<file path="src/rtl/rv32i_hazard_ctrl.sv">
// Hazard controller for the RV32I pipeline: load-use stalls, redirect flushes,
// data-memory freezes and saturating stall/flush performance counters.
module rv32i_hazard_ctrl #(
    parameter int FLUSH_CYCLES = 2,
    parameter int CNT_WIDTH    = 16
) (
    input  logic                 Clk,
    input  logic                 Reset,
    input  logic [31:0]          IF_Instruction,
    input  logic                 ID_Mem_rd_en,
    input  logic [4:0]           ID_Rd_addr,
    input  logic                 EX_Branch_taken,
    input  logic                 Dmem_req,
    input  logic                 Dmem_ready,
    input  logic                 Cnt_clear,
    output logic                 PC_Stall,
    output logic                 IF_Stall,
    output logic                 ID_Stall,
    output logic                 IF_Flush,
    output logic                 ID_Flush,
    output logic                 Pipe_freeze,
    output logic [CNT_WIDTH-1:0] Stall_cycles,
    output logic [CNT_WIDTH-1:0] Flush_count
);

    typedef enum logic [1:0] {
        RUN      = 2'd0,
        FLUSH    = 2'd1,
        MEM_WAIT = 2'd2
    } state_e;

    localparam logic [2:0] FLUSH_RELOAD = 3'(FLUSH_CYCLES - 1);
    localparam bit         MULTI_FLUSH  = (FLUSH_CYCLES > 1);

    state_e               state_q, state_d;
    logic [2:0]           fcnt_q, fcnt_d;
    logic                 pending_q, pending_d;
    logic [CNT_WIDTH-1:0] stall_cnt_q, stall_cnt_d;
    logic [CNT_WIDTH-1:0] flush_cnt_q, flush_cnt_d;

    logic [6:0] opcode;
    logic [4:0] rs1, rs2;
    logic       uses_rs1, uses_rs2, load_use, mem_busy;
    logic       unused_instr_bits;

    assign opcode   = IF_Instruction[6:0];
    assign rs1      = IF_Instruction[19:15];
    assign rs2      = IF_Instruction[24:20];
    assign unused_instr_bits = ^{IF_Instruction[31:25], IF_Instruction[14:7]};

    // LUI, AUIPC and JAL carry no rs1; only R-type, stores and branches read rs2.
    assign uses_rs1 = !(opcode inside {7'b0110111, 7'b0010111, 7'b1101111});
    assign uses_rs2 = opcode inside {7'b0110011, 7'b0100011, 7'b1100011};
    assign load_use = ID_Mem_rd_en && (ID_Rd_addr != 5'd0) &&
                      ((uses_rs1 && (rs1 == ID_Rd_addr)) || (uses_rs2 && (rs2 == ID_Rd_addr)));
    assign mem_busy = Dmem_req && !Dmem_ready;

    logic do_redirect, do_stall, do_freeze, do_flush;

    always_comb begin
        // NOTE: every always_comb target gets a default first so no path can infer a latch.
        state_d     = state_q;
        fcnt_d      = fcnt_q;
        pending_d   = pending_q;
        do_redirect = 1'b0;
        do_stall    = 1'b0;
        do_freeze   = 1'b0;
        do_flush    = 1'b0;

        unique case (state_q)
            RUN: begin
                if (mem_busy) begin
                    do_freeze = 1'b1;
                    pending_d = EX_Branch_taken;
                    state_d   = MEM_WAIT;
                end else if (EX_Branch_taken) begin
                    do_redirect = 1'b1;
                end else if (load_use) begin
                    do_stall = 1'b1;
                end
            end
            FLUSH: begin
                if (mem_busy) begin
                    do_freeze = 1'b1;
                end else if (EX_Branch_taken) begin
                    do_redirect = 1'b1;
                end else begin
                    do_flush = 1'b1;
                    fcnt_d   = fcnt_q - 3'd1;
                    if (fcnt_q == 3'd1) state_d = RUN;
                end
            end
            MEM_WAIT: begin
                if (mem_busy) begin
                    do_freeze = 1'b1;
                    pending_d = pending_q | EX_Branch_taken;
                end else if (pending_q || EX_Branch_taken) begin
                    do_redirect = 1'b1;
                    pending_d   = 1'b0;
                end else begin
                    state_d   = RUN;
                    pending_d = 1'b0;
                    do_stall  = load_use;
                end
            end
            default: begin
                state_d   = RUN;
                fcnt_d    = 3'd0;
                pending_d = 1'b0;
            end
        endcase

        // The detecting cycle is the first of FLUSH_CYCLES flush cycles.
        if (do_redirect) begin
            do_flush = 1'b1;
            if (MULTI_FLUSH) begin
                fcnt_d  = FLUSH_RELOAD;
                state_d = FLUSH;
            end else begin
                state_d = RUN;
            end
        end

        stall_cnt_d = stall_cnt_q;
        if (Cnt_clear) begin
            stall_cnt_d = '0;
        end else if ((do_stall || do_freeze) && (stall_cnt_q != '1)) begin
            stall_cnt_d = stall_cnt_q + CNT_WIDTH'(1);
        end

        flush_cnt_d = flush_cnt_q;
        if (Cnt_clear) begin
            flush_cnt_d = '0;
        end else if (do_redirect && (flush_cnt_q != '1)) begin
            flush_cnt_d = flush_cnt_q + CNT_WIDTH'(1);
        end
    end

    // NOTE: sequential state uses non-blocking assignments so every flop samples pre-edge values.
    always_ff @(posedge Clk or posedge Reset) begin
        if (Reset) begin
            state_q     <= RUN;
            fcnt_q      <= 3'd0;
            pending_q   <= 1'b0;
            stall_cnt_q <= '0;
            flush_cnt_q <= '0;
        end else begin
            state_q     <= state_d;
            fcnt_q      <= fcnt_d;
            pending_q   <= pending_d;
            stall_cnt_q <= stall_cnt_d;
            flush_cnt_q <= flush_cnt_d;
        end
    end

    // Reset forces every control output low without waiting for a clock edge.
    assign PC_Stall     = do_stall  && !Reset;
    assign IF_Stall     = do_stall  && !Reset;
    assign ID_Stall     = do_stall  && !Reset;
    assign IF_Flush     = do_flush  && !Reset;
    assign ID_Flush     = do_flush  && !Reset;
    assign Pipe_freeze  = do_freeze && !Reset;
    assign Stall_cycles = stall_cnt_q;
    assign Flush_count  = flush_cnt_q;

endmodule

</file>
<file path="config.mk">
export PLATFORM = sky130hd
export DESIGN_NAME = rv32i_hazard_ctrl
export DESIGN_NICKNAME = d
export VERILOG_FILES = /design/src/rtl/rv32i_hazard_ctrl.sv
export SDC_FILE = /design/constraint.sdc
export NUM_CORES = 1
export LEC_CHECK = 0
export CORE_ASPECT_RATIO = 0.75
export CORE_MARGIN = 2
export CORE_UTILIZATION = 48
export DETAILED_ROUTE_END_ITERATION = 6
export PLACE_DENSITY = 0.85
export SLEW_MARGIN = 20
export SYNTH_ARGS = -nofsm -noshare
export SYNTH_HDL_FRONTEND = slang
export SYNTH_SLANG_ARGS = --single-unit
</file>
<file path="constraint.sdc">
create_clock -name Clk -period 4.55 [get_ports Clk]
set_input_delay 0.91 -clock Clk [delete_from_list [all_inputs] [get_ports Clk]]
set_output_delay 0.91 -clock Clk [all_outputs]
set_load 0.02 [all_outputs]
</file>
# [After elaboration in Yosys (flattened, before gate mapping)]
# Cells that the tools add are included.
[totals] register_bits=38 inputBits=44 output_inout_bits=38 word_cells=95
[classes] n_addsub=3 n_eq_ne=21 mux=36 bitwise_logic=2 n_reduce_logical=28
[ops] cell="$mux 16" n=4
[ops] cell="$add 16x1->16 const B" n=2
[ops] cell="$ne 16x16->1 const B" n=2
[ops] cell="$eq 7x6->1 const B" n=3
[ops] cell="$ne 3x3->1 const B" n=6
[ops] cell="$mux 1" n=17
[ops] cell="$eq 7x7->1 const B" n=2
[ops] cell="$mux 2" n=7
[ops] cell="$eq 5x5->1" n=2
[ops] cell="$logic_and 1x1->1" n=10
[ops] cell="$mux 3" n=3
[ops] cell="$eq 7x5->1 const B" n=1
[ops] cell="$pmux 2 s3" n=1
[ops] cell="$pmux 3 s2" n=1
[ops] cell="$reduce_and 6->1" n=1
[ops] cell="$reduce_bool 3->1" n=2
[ops] cell="$reduce_bool 5->1" n=1
[ops] cell="$pmux 1 s2" n=2
[ops] cell="$reduce_bool 2->1" n=2
[ops] cell="$reduce_or 2->1" n=2
[ops] cell="$eq 3x1->1 const B" n=1
[ops] cell="$logic_not 1->1" n=3
[ops] cell="$logic_or 1x1->1" n=3
[ops] cell="$pmux 1 s3" n=1
[ops] cell="other kinds (11)" n=11

# [Depth between registers and ports, before layout]
[logic_depth] ltp_word=14 mapped_depth=9

# [Worst setup path after synthesis]
# Ideal clock, no wire load.
[synth_path] path_kind="in2out" startpoint="in ID_Rd_addr[1]" endpoint="out IF_Stall" arrival_time_ns=2.380 t_required_ns=3.640 slack_ns=1.260 stages=6 cell_sequence="xnor2_1 > nand3_1 > or4_4 > a21oi_4 > and2_1 > buf_4"
[synth_between] elab_chain_len=9 elab_cells_between_ends=15 cone_classes="eq/ne (2); mux (6); reduce/logical (7)"
[synth_rtl] element="start, declared" line="11" source="input logic [4:0] ID_Rd_addr,"
[synth_rtl] element="$eq 5x5->1" line="55" source="((uses_rs1 && (rs1 == ID_Rd_addr)) || (uses_rs2 && (rs2 == ID_Rd_addr)));"
[synth_rtl] element="$logic_and 1x1->1" line="55"
[synth_rtl] element="$logic_or 1x1->1" line="55"
[synth_rtl] element="$logic_and 1x1->1 (*)" line="54" source="assign load_use = ID_Mem_rd_en && (ID_Rd_addr != 5'd0) &&"
[synth_rtl] element="$mux 1" line="78" source="end else if (load_use) begin"
[synth_rtl] element="$mux 1" line="76" source="end else if (EX_Branch_taken) begin"
[synth_rtl] element="$mux 1" line="72" source="if (mem_busy) begin"
[synth_rtl] element="$pmux 1 s2 (*)" line="70" source="unique case (state_q)"
[synth_rtl] element="$logic_and 1x1->1 (*)"
[synth_rtl] element="end, declared" line="17" source="output logic IF_Stall,"
# Every way passes the cells marked *; elsewhere a longest branch is shown, timed or not.

# [Worst setup path in the final report]
[layout_path] startpoint="in ID_Rd_addr[1]" endpoint="out ID_Stall"
[layout_between] elab_chain_len=9 elab_cells_between_ends=15 cone_classes="eq/ne (2); mux (6); reduce/logical (7)"
[layout_rtl] element="$eq 5x5->1" line="55"
[layout_rtl] element="$logic_and 1x1->1" line="55"
[layout_rtl] element="$logic_or 1x1->1" line="55"
[layout_rtl] element="$logic_and 1x1->1 (*)" line="54"
[layout_rtl] element="$mux 1" line="78"
[layout_rtl] element="$mux 1" line="76"
[layout_rtl] element="$mux 1" line="72"
[layout_rtl] element="$pmux 1 s2 (*)" line="70"
[layout_rtl] element="$logic_and 1x1->1 (*)" line="159" source="assign ID_Stall = do_stall && !Reset;"
[layout_rtl] element="end, declared" line="18" source="output logic ID_Stall,"
# Marks and branches as above.

==> impl_metrics.csv <==
group,metric,value,unit
outcome,status,"finished, final reports clean",
worst_hold_path,min_to,"pending_q$_DFFE_PP0P_",
die,die_y,63.3,µm
power_and_ir_drop,power.total,861,µW
worst_hold_path,worstHoldPathType,"flip-flop to flip-flop",
worst_setup_path,rrSetupSlack,2.18,ns
worst_setup_path,critical_path_required,3.64,ns
worst_setup_path,critPathSlowestCell,"clkdlybuf4s50_1",
worst_setup_path,critical_path.startpoint_type,"input pin",
timing,slew_headroom,59.7,%
route,drcViolationCount,0,
die,ios,82,
power_and_ir_drop,cellPowerDensity,284,nW/µm²
cts,cts_root_buf,"clkbuf_8",
layout,fill_cells,361,
power_and_ir_drop,ir_drop,0.000152,V
logic_synthesis,synth-seq-cells,38,
timing,slew_viol_final,0,
timing,fin_crit_sh,93.3,%
die,initial_utilization,50.0,%
timing,setup_slack,0.306,ns
global_route,grt.overflow.total,0,
cts,cts_tree,"built",
layout,final_common_cell,"clkdlybuf4s50_1",
global_route,grt_pass1_vias,1859,
logic_synthesis,synth_cell_types,49,
place,portBuffers,66,
route,dr.pass1.iters,4,
logic_synthesis,syn-num-nets,290,
die,die_w,83.0,µm
worst_setup_path,cpPeakStageDelay,0.62,ns
timing,skew,0.00395,ns
layout,layout.cells.non_filler,365,
worst_setup_path,crit_type,"input pin to output port",
logic_synthesis,async_flop_share,100,%
worst_setup_path,r2r-end,"Flush_count[12]$_DFFE_PP0P_",
worst_setup_path,path_cells,"clkdlybuf4s50_1, xnor2_1, nand3_1, or4_4, a21oi_4, and2_1, clkdlybuf4s50_1",
worst_setup_path,reg2reg_depth,7,
cts,post-cts-setup-buffers,0,
logic_synthesis,synth.avg_cell_area,9.29,µm²
cts,numCtsBuffers,5,
global_route,grtUsageTotal,20.4,%
logic_synthesis,synthFlopType,"dfrtp_1",
worst_setup_path,cp.depth,7,
die,die-area,5250,µm²
route,via_count,2012,
worst_hold_path,min-delay-start,"pending_q$_DFFE_PP0P_",
place,dp.cells,358,
layout,area_delta_synth_final,35.0,%
place,dp_slack,0.308,ns
layout,drive_above_1_share,7.14,%
place,gp_congestion,0.906,
timing,timing.fmax,236,MHz
worst_setup_path,end_kind,"output port",
logic_synthesis,ys_seq_area_share,42.3,%
global_route,grt_max_degree,39,
timing,final.setup.tns,0,ns
logic_synthesis,synthesis.area,2250,µm²
worst_setup_path,worstReg2RegStart,"Flush_count[0]$_DFFE_PP0P_",
place,dp_hpwl,3.69,mm
cts,clock_tree.buffer_depth,2,
logic_synthesis,netlist_instances,242,
route,routed_wl,5.11,mm
layout,finalCoreUtilization,67.5,%
worst_setup_path,crit_path_max_fanout,7,
route,viasPerCell,5.51,
cts,insertion_delay,0.29,ns
route,drt_iter0_markers,112,
cts,clk_pin_slew,0.07,ns
worst_setup_path,path_buf_inv,2,
global_route,antenna_found_initial,0,
cts,ctsHtreeMaxLevel,2,
cts,cts_resized,0,
layout,nets,356,
die,core-area,4490,µm²
route,final_antenna_net_count,0,
timing,hold_violations,0,
route,routedWlPerCell,14.0,µm
logic_synthesis,synth-edff-count,0,
worst_setup_path,critPathArrivalTime,3.33,ns
timing,min_period,4.24,ns
cts,postCtsHoldBufs,0,
worst_setup_path,critPathTopFamily,"buffers and inverters",
job,drv_cap,0,
die,rows,21,
worst_setup_path,crit_top_cell,"clkdlybuf4s50_1",
global_route,grt_pass1_wl,8.72,mm
timing,worst_pin_slew,0.602,ns
logic_synthesis,yosysWarnings,0,
cts,cts_num_sinks,38,
power_and_ir_drop,p_leak,1.22,nW
timing,setup_viol,0,
layout,n_antenna_cell,0,
worst_hold_path,min_path_cells,1,
timing,rsz0062_at_grt,"no",
layout,final_cell_mix,"clkdlybuf4s50_1, dfrtp_1, nor2_1",
-- Yosys cell counts, drive strengths merged, types with 2 or more instances --
cell type   n  area (µm²)
or4         3        26.3
and2        3        18.8
xnor2      12         105
o21ai      16        83.8
nand2      10        37.5
xor2       14         130
nand4      11        81.3
nor2b       3        18.8
a21oi      19         106
nand3      10        50.1
nor2       29         111
inv        12        45.0
or3        13        81.3
mux2i       2        20.0
dfrtp      38         951
nor4        2        12.5
ha          4        50.1
clkbuf      2        7.51
o2111ai     3        32.5
nor3        5        30.0
buf         5        45.0
and3       10        63.8
o211ai      4        35.0
-- area by class of cell --
type,instances,area [µm²],area share [%]
inverters,12,45.0,1.48
flip-flops and latches,38,951,31.3
well taps,57,71.3,2.35
clock inverters,1,30.0,0.990
multi-input cells,183,1180,38.8
repair buffers,68,676,22.3
clock buffers,6,82.6,2.72
-- routing by layer --
| metal | global-route usage [%] | vias to the layer above | share of wire [%] |
|---|---|---|---|
| li1 | - | 988 | - |
| met4 | 5.33 | 0 | 0.59 |
| met5 | 0 | - | 0 |
| met1 | 28.9 | 955 | 50 |
| met3 | 6.03 | 6 | 5.7 |
| met2 | 30.6 | 63 | 44 |
-- worst max-delay path by stage --
stage	start	endpoint	slack, ns
finish	ID_Rd_addr[1]	ID_Stall	0.31
global route	ID_Rd_addr[1]	ID_Stall	0.21
global placement	ID_Rd_addr[1]	ID_Stall	0.32
floorplan	ID_Rd_addr[1]	IF_Stall	1.26
detailed placement	ID_Rd_addr[1]	ID_Stall	0.31
CTS	ID_Rd_addr[1]	ID_Stall	0.30
-- through the flow --
step | hold slack [ns] | area, µm²
after CTS | 0.512 | 3030
after global routing | 0.546 | 3030
after global placement | 0.487 | 2920
after floorplan | 0.467 | 2250
after detailed placement | 0.492 | 2920
final | 0.512 | 3030
-- report_power, final --
group          switching, mW  internal [mW]
registers             0.0253          0.365
logic                 0.0949         0.0866
clock network          0.114          0.175
-- registers in the layout, summed over array words and instances, names as in the netlist --
register	cells
fcnt_q	3
state_q	2
Flush_count	16
pending_q	1
Stall_cycles	16
-- worst reg2reg max path, cell delays in order, from the launching register on --
cell and delay (ns):
dfrtp_1 0.44, ha_1 0.27, nand4_1 0.12, nor4_1 0.07, nor3_2 0.49, nand4_1 0.36
or3_1 0.41, a21oi_1 0.15
-- cells by family (layout without fill, tap and decap cells) --
logic type | count (synthesis) | count (layout) | synth area share [%]
AO/OA/AOI/OAI | 48 | 48 | 13.6
XOR/XNOR | 26 | 26 | 10.5
adder cells (fa/ha/maj) | 4 | 4 | 2.23
buffers and inverters | 21 | 87 | 5.23
flip-flops | 38 | 38 | 42.3
multiplexers | 3 | 3 | 1.39
AND/OR/NAND/NOR | 102 | 102 | 24.8
No activity file was read; power rests on OpenSTA's default activity.
